File: src/rtl/bsg_manycore_link_credit_tx.sv
// Credit-based transmit endpoint for a manycore forward link: accepts packets on
// valid/ready and drives a registered valid/data beat only while far-end credit remains.
module bsg_manycore_link_credit_tx #(
    parameter int width_p             = 16,
    parameter int credits_p           = 3,
    parameter int credit_cnt_width_lp = $clog2(credits_p + 1)
) (
    input  logic                           clk_i,
    input  logic                           reset_n_i,

    input  logic                           v_i,
    input  logic [width_p-1:0]             data_i,
    output logic                           ready_o,

    output logic                           v_o,
    output logic [width_p-1:0]             data_o,

    input  logic                           credit_i,
    output logic [credit_cnt_width_lp-1:0] credits_avail_o,
    output logic                           all_credits_o,
    output logic                           credit_overflow_o
);

    localparam logic [credit_cnt_width_lp-1:0] credits_full_lp = credit_cnt_width_lp'(credits_p);
    localparam logic [credit_cnt_width_lp-1:0] credit_one_lp   = credit_cnt_width_lp'(1);

    logic [credit_cnt_width_lp-1:0] credit_cnt_q, credit_cnt_d;
    logic                           v_q, v_d;
    logic [width_p-1:0]             data_q, data_d;
    logic                           overflow_q, overflow_d;
    logic                           fire;
    logic                           cnt_full;

    // ready comes straight from the counter flop, so credit_i never reaches it combinationally
    assign ready_o  = (credit_cnt_q != '0);
    assign cnt_full = (credit_cnt_q == credits_full_lp);
    assign fire     = v_i & ready_o;

    always_comb begin
        v_d          = fire;
        data_d       = fire ? data_i : data_q;
        credit_cnt_d = credit_cnt_q;
        overflow_d   = overflow_q;

        case ({fire, credit_i})
            2'b10: credit_cnt_d = credit_cnt_q - credit_one_lp;
            2'b01: begin
                // A credit beyond full means the far end returned one it never owed us
                if (cnt_full) begin
                    overflow_d = 1'b1;
                end else begin
                    credit_cnt_d = credit_cnt_q + credit_one_lp;
                end
            end
            default: credit_cnt_d = credit_cnt_q;
        endcase
    end

    always_ff @(posedge clk_i) begin
        if (!reset_n_i) begin
            credit_cnt_q <= credits_full_lp;
            v_q          <= 1'b0;
            data_q       <= '0;
            overflow_q   <= 1'b0;
        end else begin
            credit_cnt_q <= credit_cnt_d;
            v_q          <= v_d;
            data_q       <= data_d;
            overflow_q   <= overflow_d;
        end
    end

    assign v_o               = v_q;
    assign data_o            = data_q;
    assign credits_avail_o   = credit_cnt_q;
    assign all_credits_o     = cnt_full;
    assign credit_overflow_o = overflow_q;

endmodule

File: config.mk
export PLATFORM = sky130hd
export DESIGN_NAME = bsg_manycore_link_credit_tx
export DESIGN_NICKNAME = d
export VERILOG_FILES = /design/src/rtl/bsg_manycore_link_credit_tx.sv
export SDC_FILE = /design/constraint.sdc
export NUM_CORES = 1
export LEC_CHECK = 0
export CAP_MARGIN = 0
export CORE_MARGIN = 2
export CORE_UTILIZATION = 35
export DETAILED_ROUTE_END_ITERATION = 10
export PLACE_DENSITY = 0.78
export SETUP_SLACK_MARGIN = 0.15
export SYNTH_ARGS = -nofsm -noshare
export SYNTH_HDL_FRONTEND = slang
export SYNTH_SLANG_ARGS = --single-unit
File: constraint.sdc
create_clock -name clk_i -period 1.15 [get_ports clk_i]
set_clock_uncertainty 0.15 [all_clocks]
set_input_delay 0.23 -clock clk_i [delete_from_list [all_inputs] [get_ports clk_i]]
set_output_delay 0.23 -clock clk_i [all_outputs]
set_load 0.1 [all_outputs]
==> results of run 1 <==
[metrics by stage]
stage / power [mW] / util [%] / cells
floorplan: 1.22 / - / 90
global placement: 1.55 / 75.4 / 167
detailed placement: 1.56 / 75.4 / 167
CTS: 1.98 / 84.9 / 184
global route: 2.10 / 88.1 / 190
finish: 2.01 / 88.1 / 190
[routing by layer]
| layer | vias up | track usage [%] | part of all wire, % |
|---|---|---|---|
| li1 | 436 | - | - |
| met1 | 433 | 24.7 | 38 |
| met2 | 37 | 42.4 | 54 |
| met3 | 8 | 5.93 | 4.9 |
| met4 | 0 | 13.2 | 3.4 |
| met5 | - | 0 | 0 |
[area by class of cell]
class,count,area [µm²],share of cell area (%)
clock inverters,1,3.75,0.189
clock buffers,3,22.5,1.13
flip-flops and latches,20,473,23.8
repair buffers,72,936,47.1
multi-input cells,65,513,25.8
diodes,1,2.50,0.126
well taps,28,35.0,1.76
[registers in the layout, summed over array words and instances (netlist names)]
register / flops
credit_overflow_o: 1
v_o: 1
data_o: 16
credits_avail_o: 2
[logic make-up after synthesis]
| group | Yosys count | synth area share, % |
|---|---|---|
| flip-flops | 20 | 47.0 |
| AO/OA/AOI/OAI | 22 | 22.8 |
| XOR/XNOR | 1 | 1.03 |
| buffers and inverters | 5 | 5.87 |
| AND/OR/NAND/NOR | 42 | 23.3 |
[where the power goes]
group | leakage, nW | total (mW) | switching, mW | internal, mW
clock | 0.0154 | 0.332 | 0.206 | 0.126
sequential | 0.177 | 0.767 | 0.0486 | 0.719
combinational | 0.654 | 0.907 | 0.504 | 0.402
total | 0.846 | 2.01 | 0.759 | 1.25
[synth_stat cells (all sizes together)]
| library cell | n | share of area, % |
|---|---|---|
| buf | 3 | 5.0 |
| nor2b | 2 | 1.5 |
| nand2b | 1 | 0.73 |
| o21ai | 2 | 1.6 |
| o21a | 1 | 0.88 |
| xor2 | 1 | 1.0 |
| clkbuf | 2 | 0.88 |
| nand2 | 34 | 18 |
| and2 | 2 | 1.5 |
| dfxtp | 20 | 47 |
| o221ai | 1 | 1.0 |
| or2 | 1 | 0.73 |
| a21boi | 16 | 18 |
| and2b | 1 | 0.88 |
| nor2 | 1 | 0.44 |
| a21oi | 2 | 1.2 |
[worst max path at each step]
| stage | startpoint | endpoint | slack [ns] |
|---|---|---|---|
| 4_1_cts | credits_avail_o[0] | ready_o | -0.33 |
| 6_report | credits_avail_o[1] | ready_o | -0.33 |
| 2_1_floorplan | credits_avail_o[1] | data_o[8] | -0.23 |
| 5_1_grt | credits_avail_o[1] | ready_o | -0.37 |
| 3_5_place_dp | v_i | credits_avail_o[0] | -0.45 |
| 3_3_place_gp | v_i | credits_avail_o[0] | -0.36 |
[worst max-delay path, cell delays in order, from the launching register on]
cell	delay [ns]
dfxtp_4	0.39
or2_4	0.24
buf_12	0.16
[repair_timing]
item,4_1_cts,5_1_grt
hold buffers,0,0
cloned,2,0
resized for setup,21,5
setup buffers,11,5
pin swaps,10,1
endpoints found under the setup margin,42,42
==> reports/results.txt, run 1 <==
outcome - finished with violations
failing checks - setup timing
worst reg2reg path startpoint - credits_avail_o[1]
Avg Inst Size Synth - 9.47 µm²
CP startpoint kind - register
final cycle utilization of the critical path - 129%
reg2reg path depth - 6
largest net degree at the start of global routing - 12
fill count - 107
Clock Sink Count - 20
GRT overflow - 0
Post-Synthesis Cells - 90
Final Hold Viols - 0
Worst Hold Launch - data_i[4]
pwr dens - 1010 mW/mm²
RSZ-0062 raised after global routing - yes
Max Slew Vio Count - 0
die width - 53.3 µm
residual DRC count - 0
Final setup viols - 41
Slew @ Worst Pin - 0.198 ns
DR WL/cell - 16.9 µm
worst hold slack - 0.310 ns
CTS Buffer Depth - 2
Worst EP required - 0.77 ns
Design Area, Final - 0.00199 mm²
vias in the first global route - 955
CTS root buf - clkbuf_4
Post-Syn Nets - 110
Crit Path Category - register to output pin
total wire length - 3.22 mm
TritonRoute pass-1 iters - 4
Port Buffers - 41
first-pass GRT wire length - 4.66 mm
Cell Rows - 17
leakage - 0.846 nW
GP Congestion - 0.754
ratio of cells with drive above 1 in the final layout - 65.8%
CP arrival - 1.10 ns
WHS Path Cells - 3
pre-CTS setup slack - -0.448 ns
die span in y - 53.3 µm
Placed Instance Area - 0.00170 mm²
io pins - 42
Initial Util - 37.8%
commonest non-fill, non-tap cells in the layout - buf_12 (23), nand2_1 (21), dfxtp_4 (19), buf_4 (19), clkdlybuf4s50_1 (17)
Final ANT Viol Nets - 0
Worst VDD drop - 0.781 mV
CTS tree - yes
register area share after synthesis - 47.0%
Max-Cap Viols - 0
CP endpoint kind - output pin
Synth cell types - 20
nets - 182
via count - 914
Worst-path clk slew - 0.11 ns
Yosys reg bits - 20
worst r2r dst - data_o[3]
Setup WS post-layout - -0.330 ns
R2R Setup Slk - -0.26 ns
core area - 0.00225 mm²
commonest non-fill, non-tap cell in the layout - buf_12
crit path time final - 1.48 ns
Vias/cell - 4.81
WHS Endpoint - data_o[4]
H-tree levels - 1
synthesis-to-layout area growth - 133%
initial antenna violation count - 1
Worst Path Max Fanout - 7
Hold Path Class - input pin to register
mapped cell area - 852 µm²
clk_lat worst skew - 0.29 ns
final setup TNS - -6.53 ns
slew margin rel. - 86.7%
Synth warnings - 0
Achievable Freq - 676 MHz
Global Route Usage Sum - 23.7%
Inserted Clock Buffers - 3
initial drt markers - 23
post-DP HPWL - 2.01 mm
die area - 0.00285 mm²
Power figures use the tool's default switching activity.
==> run 2, diff against run 1 <==
--- a/config.mk
+++ b/config.mk
@@ -10,6 +10,7 @@
 export CORE_UTILIZATION = 35
 export DETAILED_ROUTE_END_ITERATION = 10
 export PLACE_DENSITY = 0.78
+export REMOVE_ABC_BUFFERS = 1
 export SETUP_SLACK_MARGIN = 0.15
 export SYNTH_ARGS = -nofsm -noshare
 export SYNTH_HDL_FRONTEND = slang
==> run 2 against run 1 <==
Effect of this change:
- flip-flop and latch count unchanged
- critical path depth unchanged
- final cell count down 1.1%
- final area up 1.6%
- maximum frequency down 0.16%
- sequential share of layout area down 1.1 points
- the flow still finishes with violations (setup timing)
- wire length up 26%
- combinational power up 3.6%
- die area unchanged
- first-iteration DRC count down 48%
- non-clock buffer count unchanged
- via count up 6.1%
==> reports/results.txt, run 2 (same netlist as run 1, synthesis figures left out) <==
combinational power share - 45.3%
CP endpoint kind - output pin
Seq. cell area - 458 µm²
ANT cells - 0
slew margin rel. - 85.0%
H-tree levels - 1
WHS Path Cells - 5
CP arrival - 1.10 ns
TritonRoute pass-1 iters - 4
fill count - 81
footprint of the multi-input gates - 571 µm²
core area - 0.00225 mm²
Hold Path Class - input pin to register
largest net degree at the start of global routing - 12
via count - 970
Final Hold Viols - 0
Inserted Clock Buffers - 3
CTS root buf - clkbuf_4
Crit path depth - 2
Final setup viols - 39
cts hold-fix bufs - 0
Worst-path clk slew - 0.13 ns
non-filler cells, final - 188
Achievable Freq - 675 MHz
synthesis-to-layout area growth - 137%
clk_lat worst skew - 0.30 ns
die span in y - 53.3 µm
Setup WS post-layout - -0.332 ns
pwr dens - 1030 mW/mm²
Global Route Usage Sum - 28.0%
RSZ-0062 raised after global routing - yes
Max-Cap Viols - 0
ratio of cells with drive above 1 in the final layout - 80.0%
residual DRC count - 0
Clock power frac - 17.1%
Crit Path Category - register to output pin
die width - 53.3 µm
outcome - finished with violations
first-pass GRT wire length - 5.37 mm
total wire length - 4.06 mm
initial drt markers - 12
Worst Path Max Fanout - 5
switching fraction of total power - 39.5%
max incr delay on CP - 0.38 ns
final cycle utilization of the critical path - 129%
Core Util, Final - 89.5%
CP startpoint kind - register
Worst VDD drop - 1.05 mV
Vias/cell - 5.16
Switch Pwr - 820 µW
initial antenna violation count - 0
worst hold slack - 0.302 ns
WP buf/inv - 1
CTS Buffer Depth - 2
placed cells - 162
DR WL/cell - 21.6 µm
Design Area, Final - 0.00202 mm²
Worst EP required - 0.77 ns
die area - 0.00285 mm²
Cell Rows - 17
Clock Sink Count - 20
Internal - 1.25 mW
GP Congestion - 0.766
Crit-path slowest cell - dfxtp_4
crit path time final - 1.48 ns
post-DP HPWL - 1.77 mm
Initial Util - 37.8%
leakage - 0.891 nW
Max Slew Vio Count - 0
pre-CTS setup slack - -0.398 ns
io pins - 42
reg2reg path depth - 6
failing checks - setup timing
Placed Instance Area - 0.00154 mm²
Flop pwr share - 37.6%
worst-path cell chain - or2_4 > buf_12
Slew @ Worst Pin - 0.225 ns
max FFs per register - 16
nets - 182
Crit path max-delay family - flip-flops
GRT overflow - 0
Port Buffers - 41
vias in the first global route - 1012
CTS tree - yes
commonest non-fill, non-tap cells in the layout - buf_12 (24), buf_4 (24), nand2_2 (18)
Final ANT Viol Nets - 0
[run 2: area by class of cell]
type                    instances  share of cell area [%]
well taps                      28                    1.74
repair buffers                 72                    46.2
clock buffers                   3                    1.12
flip-flops and latches         20                    22.7
multi-input cells              65                    28.3
[run 2: what timing repair did]
action	in CTS	in global routing
buffers inserted	18	3
cloned	2	0
gates resized for setup	70	21
hold endpoints to repair	0	0
endpoints found under the setup margin	42	42
pin swaps	38	5
[run 2: power groups by stage]
stage	sequential [mW]	clock, mW	combinational, mW
6_report	0.780	0.354	0.940
5_1_grt	0.783	0.394	0.966
4_1_cts	0.777	0.319	0.885
3_5_place_dp	0.799	0	0.737
3_3_place_gp	0.795	0	0.725
2_1_floorplan	1.07	0	0.126
[run 2: worst paths after layout]
check,from,slack [ns],to
worst max-delay path,credits_avail_o[0],-0.33,ready_o
worst min-delay path,v_i,0.30,data_o[8]
worst min register to register,data_o[4],0.34,data_o[4]
worst max register to register,credits_avail_o[0],-0.28,data_o[11]
[run 2: metrics by stage]
stage | power [mW] | TNS, ns
after floorplan | 1.19 | -23.19
after global placement | 1.52 | -6.90
after detailed placement | 1.54 | -7.45
after CTS | 1.98 | -4.67
after global routing | 2.14 | -7.77
final | 2.07 | -6.87
[run 2: routing by layer]
layer	vias to the layer above	wire [µm]	GRT usage, %
met5	-	0	0
met4	0	233	17.1
met3	18	322	9.04
met2	53	2050	49.4
met1	468	1450	28.2
li1	431	-	-
[run 2: tightest hold or removal path: stages]
cell	delay [ns]
clkbuf_2	0.14
o21ai_4	0.10
buf_12	0.16
nand2_4	0.05
a21boi_2	0.04
